==> config.mk <==
export PLATFORM = sky130hd
export DESIGN_NAME = move_packer
export DESIGN_NICKNAME = d
export VERILOG_FILES = /design/src/rtl/move_packer.sv
export SDC_FILE = /design/constraint.sdc
export NUM_CORES = 1
export LEC_CHECK = 0
export CAP_MARGIN = 20
export CORE_MARGIN = 2
export CORE_UTILIZATION = 37
export DETAILED_ROUTE_END_ITERATION = 12
export DONT_BUFFER_PORTS = 1
export PLACE_DENSITY = 0.61
export RECOVER_POWER = 100
export SKIP_LAST_GASP = 1
export SLEW_MARGIN = 20
export SYNTH_ARGS = -nofsm -noshare
export SYNTH_HDL_FRONTEND = slang
export SYNTH_SLANG_ARGS = --single-unit
==> constraint.sdc <==
create_clock -name clk -period 3.3 [get_ports clk]
set_clock_uncertainty 0.15 [all_clocks]
set_input_delay 0.66 -clock clk [delete_from_list [all_inputs] [get_ports clk]]
set_output_delay 0.66 -clock clk [all_outputs]
set_load 0.005 [all_outputs]
==> src/rtl/move_packer.sv <==
// Packs a stream of 2-bit tile moves into one 17-bit move record.
// Layout: [16:14] read index (always 0 when presented), [13:0] seven 2-bit slots, slot 0 in [1:0].
module move_packer #(
  parameter int SLOTS   = 7,
  parameter int FIELD_W = 2,
  parameter int IDX_W   = 3,
  parameter int WORD_W  = 17
) (
  input  logic              clk,
  input  logic              rst_n,
  input  logic              mv_valid,
  output logic              mv_ready,
  input  logic [1:0]        mv_dir,
  input  logic              flush,
  input  logic              clear,
  output logic              pk_valid,
  input  logic              pk_ready,
  output logic [WORD_W-1:0] pk_word,
  output logic [IDX_W-1:0]  pk_count
);

  // state | meaning
  // FILL  | accepting moves into the next free slot
  // HOLD  | record complete, waiting for the consumer handshake
  typedef enum logic {FILL = 1'b0, HOLD = 1'b1} state_t;

  localparam logic [IDX_W-1:0] LAST = IDX_W'(SLOTS - 1);

  state_t                     state;
  logic [IDX_W-1:0]           cnt;
  logic [SLOTS*FIELD_W-1:0]   fields;
  logic                       accept;

  assign accept = mv_valid && (state == FILL);

  always_ff @(posedge clk or negedge rst_n) begin
    if (!rst_n) begin
      state  <= FILL;
      cnt    <= '0;
      fields <= '0;
    end else if (clear) begin
      state  <= FILL;
      cnt    <= '0;
      fields <= '0;
    end else begin
      case (state)
        FILL: begin
          if (accept) begin
            for (int i = 0; i < SLOTS; i++) begin
              if (cnt == IDX_W'(i))
                fields[i*FIELD_W +: FIELD_W] <= mv_dir;
            end
            cnt <= cnt + 1'b1;
            // the move lands before the record closes, so flush+move includes it
            if (cnt == LAST || flush)
              state <= HOLD;
          end else if (flush && cnt != '0) begin
            state <= HOLD;
          end
        end
        HOLD: begin
          if (pk_ready) begin
            state  <= FILL;
            cnt    <= '0;
            fields <= '0;
          end
        end
        default: state <= FILL;
      endcase
    end
  end

  assign mv_ready = (state == FILL);
  assign pk_valid = (state == HOLD);
  assign pk_word  = {{IDX_W{1'b0}}, fields};
  assign pk_count = cnt;

endmodule

==> results of run 1 <==
[kinds of logic (layout without fill, tap and decap cells)]
logic type               after synthesis  count (layout)  share of synthesized area
AO/OA/AOI/OAI                         28              28                      0.238
flip-flops                            18              18                      0.484
AND/OR/NAND/NOR                       12              12                      0.109
buffers and inverters                 11              10                     0.0766
adder cells (fa/ha/maj)                5               5                     0.0672
other                                  1               3                    0.00403
XOR/XNOR                               1               1                    0.00941
multiplexers                           1               1                     0.0121
[worst max-delay path: cells and delay by family (launching register included)]
kind	cells	cell delay, ns
AO/OA/AOI/OAI	1	0.29
flip-flops	1	0.45
AND/OR/NAND/NOR	2	1.06
[registers in the layout, summed over array words and instances (netlist names)]
signal    count
fields       14
pk_valid      1
pk_count      3
[final timing paths]
check                      startpoint          end  slack [ns]  depth (start not counted)
min                             clear  pk_count[1]        0.27                          1
max                          pk_valid    fields[5]        1.29                          3
max in group asynchronous       rst_n  pk_count[2]        1.73                          1
max reg2reg                  pk_valid    fields[5]        1.29                          3
min in group asynchronous       rst_n    fields[7]        0.75                          1
min reg2reg                fields[12]   fields[12]        0.38                          1
[routing by layer]
metal  global-route usage  routed length [um]  up-vias
li1                     -                   -      283
met1                0.179                 864      315
met2                0.249                 887       33
met3               0.0750                 216        0
met4               0.0250                   0        0
met5                    0                   0        -
[final cells by class]
| cell class | instances | area (um^2) | share of cell area |
|---|---|---|---|
| inverter | 5 | 18.8 | 0.0200 |
| timing repair buffer | 1 | 10.0 | 0.0107 |
| clock buffer | 4 | 36.3 | 0.0386 |
| sequential | 18 | 450 | 0.479 |
| tap | 30 | 37.5 | 0.0399 |
| multi-input combinational | 50 | 387 | 0.411 |
[metrics by stage]
stage	instance area, um^2	setup slack [ns]	utilization
after floorplan	938	1.81	-
after global placement	923	1.69	0.380
after detailed placement	923	1.66	0.380
after CTS	970	1.52	0.399
after global routing	940	1.12	0.386
final	940	1.29	0.386
[where the power goes]
group	switching (W)	internal [W]	total, W
Sequential	0.0000106	0.000228	0.000239
Clock	0.0000703	0.0000672	0.000138
Combinational	0.0000367	0.0000223	0.0000591
[what timing repair did]
action                                 CTS  global route
hold buffers                             1             0
gates resized for setup                  0             0
endpoints found under the hold margin   18             0
[Yosys cell counts (2+ instances only)]
cell	instances
a21oi_1	6
a22o_1	4
inv_1	5
nand2_1	3
ha_1	5
buf_6	2
a32o_1	6
dfrtp_1	18
a31oi_1	3
nor3b_4	2
or3_1	2
a22o_2	4
buf_4	4
nor2b_1	3
==> results.md, run 1 <==
- Residual DRC count: 0
- Synth Register Bits: 18
- Most frequent cells in the layout: dfrtp_1, a21oi_1, a32o_1, inv_1, ha_1
- Vias: 631
- Core box area: 2430 um^2
- Pleak: 0.434 nW
- Hold Slack: 0.265 ns
- Fmax: 0.498 GHz
- Placed cells: 103
- MaxCap Viol Count: 0
- Max VDD drop: 0.000240 V
- Setup-violating endpoint count in the final report: 0
- Design Power: 0.000435 W
- Initial antenna violation count: 0
- Global route total overflow: 0
- Distinct cells, synth: 24
- Number of port buffers: 0
- Mapped Cells: 77
- WS Path Type: flop to flop
- Hold Crit Class: primary input to flop
- Die Y: 54.2 um
- Root Buffer: clkbuf_4
- Fin. max-slew vios: 0
- Postcts setup bufs: 0
- RSZ-0062 raised after global routing: false
- 1st-pass router iterations: 4
- Site row count: 18
- First DRT Iteration DRCs: 3
- Netlist Area Pre-Place: 931 um^2
- Commonest non-fill, non-tap cell in the layout: dfrtp_1
- Layout area overhead: 0.941%
- Async SR Flop Fraction: 1.00
- CP endpoint kind: flop
- Layout cell share with drive strength beyond 1: 0.115
- CP max-delay cell: nor3b_1
- Final Hold Fails: 0
- Critical Path AT: 2.10 ns
- Crit path launch type: flop
- Routed WL: 1.97 mm
- Number of vias per cell: 5.84
- Largest net degree at the start of global routing: 19
- Post-route ant nets: 0
- Clk slew on worst S/H paths: 0.11 ns
- Outcome: finished, final reports clean
- Total track usage: 0.151
- YS warnings: 0
- Slew HR: 0.329
- CP required: 3.39 ns
- TNS Setup: 0 ns
- Clock Path Buffers: 2
- First-pass GRT wire length: 3.14 mm
- CTS tree: built
- Worst slew pin tran: 1.00 ns
- Avg Inst Size Synth: 12.1 um^2
- CP max FO: 7
- # H-tree levels: 1
- EDFF count, synth: 0
- Prevailing post-synth register cell: dfrtp_1
- P per Cell Area: 463 nW/um^2
- Count of non-filler cells in the finished layout: 108
- Main area contributors after synthesis: dfrtp_1, ha_1, a32o_1
- Dominant cell type by area after synthesis: dfrtp_1
- Final min period: 2.01 ns
- TritonCTS buffer count: 3
- Synth top area share: 0.484
- CP peak stage delay: 0.84 ns
- Critical-path cell list: nand2b_1 -> nor3b_1 -> a22o_2
- Final period util: 0.608
- Fin nets: 92
- Routed wire per std cell: 18.2 um
- Clk sink count: 18
- Initial cell density of the core: 0.383
- Antenna fix cells: 0
- Vias in the first global route: 691
- Boundary Pins: 30
- Die Area: 2930 um^2
- Die W: 54.2 um
- Routability cong.: 0.785
- HPWL Detailed: 1.43 mm
- Fillers: 236
- Register area share after synthesis: 0.484
- Skew-Pair Late Insertion Delay: 0.29 ns
(Power assumes the default switching activity.)
==> run 2, diff against run 1 <==
Clock period 3.3 ns to 1.87 ns, I/O delays scaled along.
==> results.md, run 2 (synthesis gave the netlist of run 1 again) <==
- TritonCTS buffer count: 3
- Int Power: 0.000519 W
- Commonest non-fill, non-tap cell in the layout: dfrtp_1
- Final period util: 0.898
- RSZ-0062 raised after global routing: false
- Initial antenna violation count: 0
- TNS Setup: 0 ns
- Post-cts sizing count: 0
- CP Launch Point: pk_valid
- 1st-pass router iterations: 4
- Vias in the first global route: 617
- Routed WL: 1.93 mm
- Die Area: 2930 um^2
- Fmax: 0.596 GHz
- Post-CTS Hold Fix Bufs: 2
- Routability cong.: 0.759
- Post-route ant nets: 0
- Reg2reg path depth: 3
- Clk sink count: 18
- # H-tree levels: 1
- Largest net degree at the start of global routing: 19
- Die Y: 54.2 um
- CTS tree: built
- Pleak: 0.439 nW
- Core box area: 2430 um^2
- Fin. max-slew vios: 0
- Initial cell density of the core: 0.383
- WS Path Type: flop to flop
- Hold Crit Class: primary input to flop
- Antenna fix cells: 0
- Comb power frac: 0.149
- Sw power: 0.000200 W
- Site row count: 18
- Hold Path Stages: 1
- Number of port buffers: 0
- Layout area overhead: 2.42%
- Design Power: 0.000720 W
- Outcome: finished, final reports clean
- Residual DRC count: 0
- Hold Slack: 0.0496 ns
- Clk slew on worst S/H paths: 0.10 ns
- Die W: 54.2 um
- First-pass GRT wire length: 3.01 mm
- Crit path capture: fields[9]
- Final Hold Fails: 0
- Layout cell share with drive strength beyond 1: 0.139
- MaxCap Viol Count: 0
- Crit path launch type: flop
- Register with the most flip-flops: fields
- CP max FO: 7
- Setup-violating endpoint count in the final report: 0
- Sw Ratio: 0.278
- Clock Path Buffers: 2
- P per Cell Area: 755 nW/um^2
- Worst slew pin tran: 0.828 ns
- RR Startpoint: pk_valid
- Postcts setup bufs: 0
- HPWL Detailed: 1.40 mm
- Root Buffer: clkbuf_4
- R2R Setup Slk: 0.19 ns
- Global route total overflow: 0
- Max reg flops: 14
- Critical-path cell list: nand2b_1 -> nor3b_2 -> a32o_1
- Critical Path AT: 1.76 ns
- CP peak stage delay: 0.52 ns
- CP max-delay cell: nor3b_2
- Max VDD drop: 0.000252 V
- Boundary Pins: 30
- First DRT Iteration DRCs: 7
- Number of vias per cell: 5.78
- Skew-Pair Late Insertion Delay: 0.28 ns
- Routed wire per std cell: 17.7 um
- Reg-to-reg endpoint: fields[9]
- Share of power burned in registers: 0.586
- Final min period: 1.68 ns
- Slew HR: 0.446
- Most frequent cells in the layout: dfrtp_1, a21oi_1, a32o_1, inv_1, ha_1
- CP endpoint kind: flop
- Fin nets: 94
- Vias: 630
- CP required: 1.95 ns
- Clock power share: 0.265
- Total track usage: 0.147
[run 2: changes by cell type in the layout (fill, tap and decap cells not counted), sizes merged]
cell         change
buf              +1
clkbuf           -1
dlygate4sd3      +1
[run 2: cell type report]
type	instances	area (um^2)
Fill cell	242	1480
Multi-Input combinational cell	50	397
Inverter	5	18.8
Timing Repair Buffer	3	27.5
Tap cell	30	37.5
Sequential cell	18	450
Clock buffer	3	22.5
[run 2: metrics by stage]
stage                     cells  cell area, um^2  setup WS [ns]  utilization
after floorplan              79              938          0.378            -
after global placement      104              931          0.252        0.383
after detailed placement    104              931          0.196        0.383
after CTS                   109              973          0.182        0.400
after global routing        109              953         0.0264        0.392
final                       109              953          0.191        0.392
[run 2: how the worst min path moves through the flow]
stage           from          end  slack (ns)
6_report       clear  pk_count[2]        0.05
5_1_grt        clear  pk_count[2]        0.03
4_1_cts        clear  pk_count[2]        0.04
3_5_place_dp   rst_n    fields[3]       -0.07
3_3_place_gp   rst_n    fields[2]       -0.07
2_1_floorplan  rst_n    fields[0]       -0.07
[run 2: power groups by stage]
stage | sequential (W) | clock [W] | combinational, W
global placement | 0.000428 | 0 | 0.0000999
detailed placement | 0.000429 | 0 | 0.000101
CTS | 0.000422 | 0.000198 | 0.000113
finish | 0.000421 | 0.000191 | 0.000107
global route | 0.000425 | 0.000220 | 0.000124
floorplan | 0.000424 | 0 | 0.0000961
[run 2: per-layer routing]
metal	global-route usage	part of all wire	vias up
met5	0	0	-
met4	0.0500	0	0
met3	0.0583	0.080	0
met2	0.215	0.47	26
met1	0.195	0.45	313
li1	-	-	291
[run 2: worst max-delay path: cells and delay by family, from the launching register on]
kind / cells / cell delay [ns]
AOI/OAI and AO/OA: 1 / 0.26
DFF: 1 / 0.46
and+or+nand+nor: 2 / 0.76
==> run 3, diff against run 2 <==
Settings changed: PLACE_DENSITY 0.61 to 0.62.
==> results.md, run 3 (synthesis gave the netlist of run 1 again) <==
- Global route total overflow: 0
- Critical Path AT: 1.70 ns
- First DRT Iteration DRCs: 19
- CP top delay family: flip-flops
- Layout cell share with drive strength beyond 1: 0.150
- Worst slew pin tran: 0.804 ns
- Fin nets: 94
- Max reg flops: 14
- Placed cells: 104
- Final period util: 0.884
- Design Power: 0.000773 W
- First-pass GRT wire length: 3.06 mm
- Commonest non-fill, non-tap cell in the layout: dfrtp_1
- Post-cts sizing count: 0
- Post-route ant nets: 0
- Die W: 54.2 um
- CTS tree: built
- Die Y: 54.2 um
- Hold Crit Class: primary input to flop
- Crit path buf inv count: 1
- Multi-input gate area: 397 um^2
- Number of vias per cell: 5.65
- Boundary Pins: 30
- Worst path depth: 5
- CP endpoint kind: flop
- Initial antenna violation count: 0
- Slew HR: 0.462
- Pleak: 0.446 nW
- WS Path Type: flop to flop
- # H-tree levels: 1
- P per Cell Area: 801 nW/um^2
- Initial cell density of the core: 0.383
- Fmax: 0.605 GHz
- Final Hold Fails: 0
- Routability cong.: 0.788
- Antenna fix cells: 0
- Skew-Pair Late Insertion Delay: 0.29 ns
- Layout area overhead: 3.63%
- Clk slew on worst S/H paths: 0.11 ns
- Fillers: 238
- MaxCap Viol Count: 0
- Critical-path cell list: inv_1 -> ha_1 -> nor2b_1 -> a21oi_1 -> a22o_2
- TritonCTS buffer count: 3
- Vias: 621
- Hold Path Stages: 1
- Largest net degree at the start of global routing: 19
- Crit path launch type: flop
- Clock Path Buffers: 2
- Root Buffer: clkbuf_4
- CP max FO: 5
- Reg2reg path depth: 5
- Postcts setup bufs: 0
- Setup-violating endpoint count in the final report: 0
- Die Area: 2930 um^2
- Vias in the first global route: 650
- Post-CTS Hold Fix Bufs: 2
- Site row count: 18
- CP peak stage delay: 0.46 ns
- Residual DRC count: 0
- Outcome: finished, final reports clean
- Fin. max-slew vios: 0
- 1st-pass router iterations: 4
- R2R Setup Slk: 0.22 ns
- Final min period: 1.65 ns
- Storage element area: 450 um^2
- Total track usage: 0.147
- Placement Setup Slack: 0.249 ns
- Most frequent cells in the layout: dfrtp_1, a21oi_1, a32o_1, inv_1, ha_1
- Core box area: 2430 um^2
- Routed wire per std cell: 16.8 um
- RSZ-0062 raised after global routing: false
- Count of non-filler cells in the finished layout: 110
- TNS Setup: 0 ns
- Register with the most flip-flops: fields
- Clk sink count: 18
- Routed WL: 1.85 mm
- CP required: 1.92 ns
- PnR worst setup slack: 0.217 ns
- Number of port buffers: 0
- Max VDD drop: 0.000437 V
- CP max-delay cell: dfrtp_1
run 3: changes by cell type in the layout (fill, tap and decap cells not counted):
cell and delta:
clkbuf_8 +1, clkbuf_2 +1, buf_4 -1
run 3: metrics by stage:
| step | hold slack (ns) | cell area (um^2) | utilization |
|---|---|---|---|
| after floorplan | -0.0716 | 938 | - |
| after global routing | 0.0186 | 965 | 0.397 |
| after CTS | 0.0234 | 987 | 0.406 |
| after detailed placement | -0.0712 | 931 | 0.383 |
| final | 0.0325 | 965 | 0.397 |
| after global placement | -0.0712 | 931 | 0.383 |
run 3: where the power goes:
group | total [W] | leakage [nW] | switching [W] | internal [W]
combinational | 0.000109 | 0.176 | 0.0000665 | 0.0000421
sequential | 0.000420 | 0.248 | 0.0000168 | 0.000403
clock | 0.000244 | 0.0210 | 0.000126 | 0.000119
total | 0.000773 | 0.446 | 0.000209 | 0.000564
run 3: cell type report:
type,instances,share of cell area
clock buffers,4,0.0376
inverters,5,0.0195
multi-input cells,50,0.411
flip-flops and latches,18,0.467
well taps,30,0.0389
repair buffers,3,0.0259
run 3: worst reg2reg max path, stage by stage, from the launching register on:
cell and delay (ns):
dfrtp_1 0.46, inv_1 0.12, ha_1 0.24, nor2b_1 0.24, a21oi_1 0.12, a22o_2 0.22
run 3: worst paths after layout:
| kind | from | to |
|---|---|---|
| max | pk_count[0] | fields[5] |
| min | clear | pk_count[2] |
| max reg2reg | pk_count[0] | fields[5] |
| min reg2reg | fields[11] | fields[11] |
| max in group asynchronous | rst_n | pk_count[1] |
| min in group asynchronous | rst_n | fields[3] |
run 3: routing by layer:
metal | part of all wire | track usage | vias to the layer above | routed length [um]
li1 | - | - | 289 | -
met1 | 0.43 | 0.171 | 301 | 798
met2 | 0.46 | 0.237 | 31 | 855
met3 | 0.10 | 0.0778 | 0 | 193
met4 | 0 | 0.0375 | 0 | 0
met5 | 0 | 0 | - | 0
